<file path="src/rtl/timer_pkg.sv">
// Shared types and defaults for the interval timer controller.
// Optional prescaler is built when TIMER_CTRL_PRESCALE_EN is defined.
package timer_pkg;

  localparam int TIMER_WIDTH        = 4;
  localparam int TIMER_RESET_PERIOD = 10;

  typedef logic [TIMER_WIDTH-1:0] count_t;

  typedef enum logic [1:0] {
    ST_IDLE  = 2'd0,
    ST_RUN   = 2'd1,
    ST_PAUSE = 2'd2,
    ST_DONE  = 2'd3
  } state_t;

endpackage

</file>
<file path="src/rtl/timer_prescale.sv">
// Prescale counter producing one step strobe every PRESCALE run clocks.
// Only instantiated when TIMER_CTRL_PRESCALE_EN is defined.
module timer_prescale
  import timer_pkg::*;
#(
  parameter int unsigned PRESCALE = 4
) (
  input  logic clock,
  input  logic reset_n,
  input  logic run,
  input  logic hold,
  input  logic clr,
  output logic step
);

  localparam int PW =
    (PRESCALE > 1) ? $clog2(PRESCALE) : 1;
  localparam logic [PW-1:0] PMAX =
    PW'(PRESCALE - 1);

  logic [PW-1:0] pcnt;

  always_ff @(posedge clock or negedge reset_n) begin
    if (!reset_n) begin
      pcnt <= '0;
    end else if (clr) begin
      pcnt <= '0;
    end else if (run && !hold) begin
      pcnt <= (pcnt == PMAX) ? '0 : pcnt + PW'(1);
    end
  end

  assign step = run && (pcnt == PMAX);

endmodule

</file>
<file path="src/rtl/timer_ctrl.sv">
// Programmable interval timer: one-shot/periodic, start/stop, tick.
// Define TIMER_CTRL_PRESCALE_EN to divide the count rate by PRESCALE.
module timer_ctrl
  import timer_pkg::*;
#(
  parameter int WIDTH        = TIMER_WIDTH,
  parameter int RESET_PERIOD = TIMER_RESET_PERIOD,
  parameter int PRESCALE     = 4
) (
  input  logic             clock,
  input  logic             reset_n,
  input  logic             cfg_valid,
  output logic             cfg_ready,
  input  logic [WIDTH-1:0] cfg_period,
  input  logic             cfg_periodic,
  input  logic             start,
  input  logic             stop,
  output logic [WIDTH-1:0] count,
  output logic             running,
  output logic             tick,
  output logic             done
);

  localparam int unsigned PRE =
    (PRESCALE < 1) ? 1 : PRESCALE;

  state_t           state;
  logic [WIDTH-1:0] period;
  logic             periodic;
  logic [WIDTH-1:0] last;
  logic             accept;
  logic             step;

  assign last   = period - WIDTH'(1);
  assign accept = cfg_valid && cfg_ready;

`ifdef TIMER_CTRL_PRESCALE_EN
  timer_prescale #(
    .PRESCALE (PRE)
  ) u_prescale (
    .clock   (clock),
    .reset_n (reset_n),
    .run     (state == ST_RUN),
    .hold    (stop),
    .clr     ((state == ST_IDLE) || (state == ST_DONE)),
    .step    (step)
  );
`else
  assign step = (PRE >= 1);
`endif

  always_ff @(posedge clock or negedge reset_n) begin
    if (!reset_n) begin
      state    <= ST_IDLE;
      count    <= '0;
      period   <= WIDTH'(RESET_PERIOD);
      periodic <= 1'b1;
    end else begin
      if (accept) begin
        period   <= cfg_period;
        periodic <= cfg_periodic;
      end
      unique case (state)
        ST_IDLE: begin
          if (start && !stop) begin
            state <= ST_RUN;
            count <= '0;
          end
        end
        ST_RUN: begin
          if (stop) begin
            state <= ST_PAUSE;
          end else if (step) begin
            if (count != last) begin
              count <= count + WIDTH'(1);
            end else begin
              count <= '0;
              if (!periodic) state <= ST_DONE;
            end
          end
        end
        ST_PAUSE: begin
          if (stop) begin
            state <= ST_IDLE;
            count <= '0;
          end else if (start) begin
            state <= ST_RUN;
          end
        end
        ST_DONE: begin
          if (start && !stop) begin
            state <= ST_RUN;
            count <= '0;
          end else if (accept) begin
            state <= ST_IDLE;
            count <= '0;
          end
        end
        default: state <= ST_IDLE;
      endcase
    end
  end

  // All outputs decode registered state only
  assign cfg_ready = (state == ST_IDLE) ||
                     (state == ST_DONE);
  assign running   = (state == ST_RUN);
  assign done      = (state == ST_DONE);
  assign tick      = (state == ST_RUN) &&
                     (count == last) && step;

endmodule

</file>
<file path="config.mk">
export PLATFORM = sky130hd
export DESIGN_NAME = timer_ctrl
export DESIGN_NICKNAME = d
export VERILOG_FILES = /design/src/rtl/timer_pkg.sv /design/src/rtl/timer_prescale.sv /design/src/rtl/timer_ctrl.sv
export SDC_FILE = /design/constraint.sdc
export NUM_CORES = 1
export LEC_CHECK = 0
export ABC_AREA = 1
export BUFFER_PORTS_ARGS = -buffer_cell sky130_fd_sc_hd__buf_2
export CORE_MARGIN = 8
export CORE_UTILIZATION = 46
export CTS_CLUSTER_SIZE = 40
export DETAILED_ROUTE_END_ITERATION = 16
export HOLD_SLACK_MARGIN = 0.03
export PLACE_DENSITY = 0.73
export SYNTH_ARGS = -nofsm -noshare
export SYNTH_HDL_FRONTEND = slang
export SYNTH_SLANG_ARGS = --single-unit
export TNS_END_PERCENT = 30
</file>
<file path="constraint.sdc">
create_clock -name clock -period 1.45 [get_ports clock]
set_input_delay 0.29 -clock clock [delete_from_list [all_inputs] [get_ports clock]]
set_output_delay 0.29 -clock clock [all_outputs]
set_load 0.005 [all_outputs]
</file>
==> impl_metrics.json <==
{
  "outcome": "complete, but fails checks",
  "violations": "negative setup slack",
  "path_max_fanout": 2,
  "critPathLaunch": "period[1]",
  "cts_root_buf": "clkbuf_4",
  "fillCellCount": 123,
  "total_leakage_power_nw": 0.5272,
  "synthFlopType": "dfrtp_1",
  "io_pins": 18,
  "numCtsBuffers": 3,
  "via_count": 771,
  "max_cap_violations": 0,
  "grt_overflow": 0,
  "gp_routability_congestion": 0.8207,
  "maxSlewViolCount": 0,
  "worstHoldEndpoint": "period[3]",
  "synth_cell_types": 22,
  "grt_first_pass_wirelength_mm": 2.939,
  "vdd_drop_max_v": 0.001255,
  "ff2ff_setup_slack_ns": -0.21,
  "yosysTopAreaCell": "dfrtp_1",
  "synth_area_leaders": "dfrtp_1 27%, nand2_1 14%, dfstp_2 11%",
  "clk_pin_slew_ns": 0.08,
  "insertion_delay_ns": 0.27,
  "synth.most_common_cell": "nand2_1",
  "antenna_found_initial": 0,
  "cts_sinks": 11,
  "dr.pass1.iters": 4,
  "crit_path_end_kind": "output pin",
  "seq_area_frac_synth_pct": 37.29,
  "critical_path_class": "register to output pin",
  "hold_depth": 3,
  "setup_viol_count_final": 9,
  "rsz0062_at_grt": "yes",
  "seqCellArea_um2": 280.3,
  "num_rows": 14,
  "first_iter_violations": 17,
  "p_total_mw": 2.308,
  "synth_commonest_cells": "27 x nand2_1, 12 x inv_1, 10 x nor2_1",
  "synth-seq-cells": 11,
  "placed_cells": 141,
  "n_antenna_cell": 0,
  "rr_startpoint": "period[1]",
  "grt_pass1_vias": 716,
  "cts.path.max_buffers": 2,
  "synthDominantCellAreaShare_pct": 26.76,
  "routed_wl_mm": 1.993,
  "drc": 0,
  "die_h_um": 56.33,
  "area_growth_pct": 39.97,
  "final.setup.worst_slack_ns": -0.4357,
  "grtUsageTotal_pct": 11.04,
  "grt_max_degree": 12,
  "required_ns": 1.16,
  "die_w_um": 56.33,
  "hold_class": "input pin to register",
  "cts_tree": "yes",
  "cp.arrival_ns": 1.60,
  "worst_pin_slew_ns": 0.3768,
  "htreeDepth": 1,
  "period_minus_slack_ns": 1.886,
  "die-area_um2": 3173,
  "dp_slack_ns": -0.1891,
  "synthArstFlopShare_pct": 100.0,
  "finalClockSkew_ns": 0.005181,
  "hold_viol_final": 0,
  "layout.cells.non_filler": 147,
  "drtAntennaViolNets": 0,
  "drt-vias-per-instance": 5.245,
  "crit_path_start_kind": "register",
  "coreArea_um2": 1524,
  "syn_area_um2": 748.2,
  "drive_gt1_share_pct": 45.04,
  "synth_edf_count": 0,
  "nets": 148,
  "reg2reg_depth": 10,
  "start_util_pct": 49.10,
  "finalCritPeriodShare_pct": 130.0,
  "multi_input_area_um2": 491.7,
  "fmax_ghz": 0.5303,
  "powerDensity_nw_per_um2": 2204,
  "r2r-end": "state[0]",
  "avgSynthCellArea_um2": 7.482,
  "ys_warn_count": 0,
  "min-delay-start": "cfg_period[3]",
  "max_slew_margin_pct": 74.79,
  "wl_per_cell_um": 13.56,
  "hpwlAfterDp_mm": 1.416,
  "portBuffers": 17,
  "syn_nets": 116,
  "postSynthCellCount": 100
}
[how the worst max path moves through the flow]
stage / slack [ns] / to
2_1_floorplan: -0.09 / tick
5_1_grt: -0.49 / tick
3_3_place_gp: -0.15 / tick
6_report: -0.44 / tick
3_5_place_dp: -0.19 / state[1]
4_1_cts: -0.41 / tick
[critical path, cell delays in order (launching register included)]
cell and delay [ns]:
dfstp_2 0.54, inv_2 0.05, ha_4 0.21, xnor2_2 0.13
nor2_2 0.09, nand3_2 0.10, nor2_2 0.09, buf_2 0.12
[registers in the layout, indices dropped and copies added, names as in the netlist]
signal,count
count,4
period,4
state,2
periodic,1
[cells by family after synthesis]
family / Yosys count / synth area share (%)
simple gates: 52 / 31.11
buf+inv: 15 / 7.525
compound gates: 13 / 10.20
flops: 11 / 37.29
fa+ha+maj: 6 / 10.03
xor+xnor: 2 / 2.342
mux: 1 / 1.505
[per-layer routing]
| metal | GRT usage [%] | share of wire (%) | up-vias | wire length [µm] |
|---|---|---|---|---|
| li1 | - | - | 382 | - |
| met1 | 12.76 | 42 | 369 | 846 |
| met2 | 18.86 | 53 | 20 | 1053 |
| met3 | 3.820 | 4.7 | 0 | 93 |
| met4 | 2.749 | 0 | 0 | 0 |
| met5 | 0 | 0 | - | 0 |
[layout by cell type, fill, tap and decap left out, drive strengths merged]
cell	instances
nand3	8
clkbuf	4
dfstp	3
dfrtp	8
o21a	1
mux2	1
nand4	1
dlygate4sd3	1
nor2	11
a21oi	7
xnor2	2
inv	15
ha	6
buf	26
or2	1
o21bai	1
o21ai	3
o211ai	1
nand2	31
[stage by stage]
stage               area, µm²  hold WS [ns]  util, %  setup TNS (ns)
finish                   1047        0.2467    68.72          -1.159
global route             1047        0.2471    68.72          -1.610
CTS                      1007        0.2490    66.09          -1.042
detailed placement      928.4        0.1715    60.92          -1.064
global placement        928.4        0.1699    60.92         -0.8459
floorplan               763.2     -0.005591        -         -0.1233
[repair_timing]
action                                  CTS  global route
hold endpoints to repair                  8             0
endpoints found under the setup margin    9             9
buffers inserted                          1             1
resized for setup                         9            11
pin swaps                                 3             2
hold buffers                              1             0
[final cells by class]
cell class	instances	area share, %
inverter	15	5.376
tap	16	1.912
sequential	11	26.76
multi-input combinational	74	46.95
timing repair buffer	27	16.49
clock buffer	4	2.509
[power by group]
group,internal (mW),total (mW),switching [mW]
combinational,0.702,1.50,0.794
clock,0.106,0.219,0.113
sequential,0.466,0.593,0.127
total,1.27,2.31,1.03
Power figures use the tool's default switching activity.
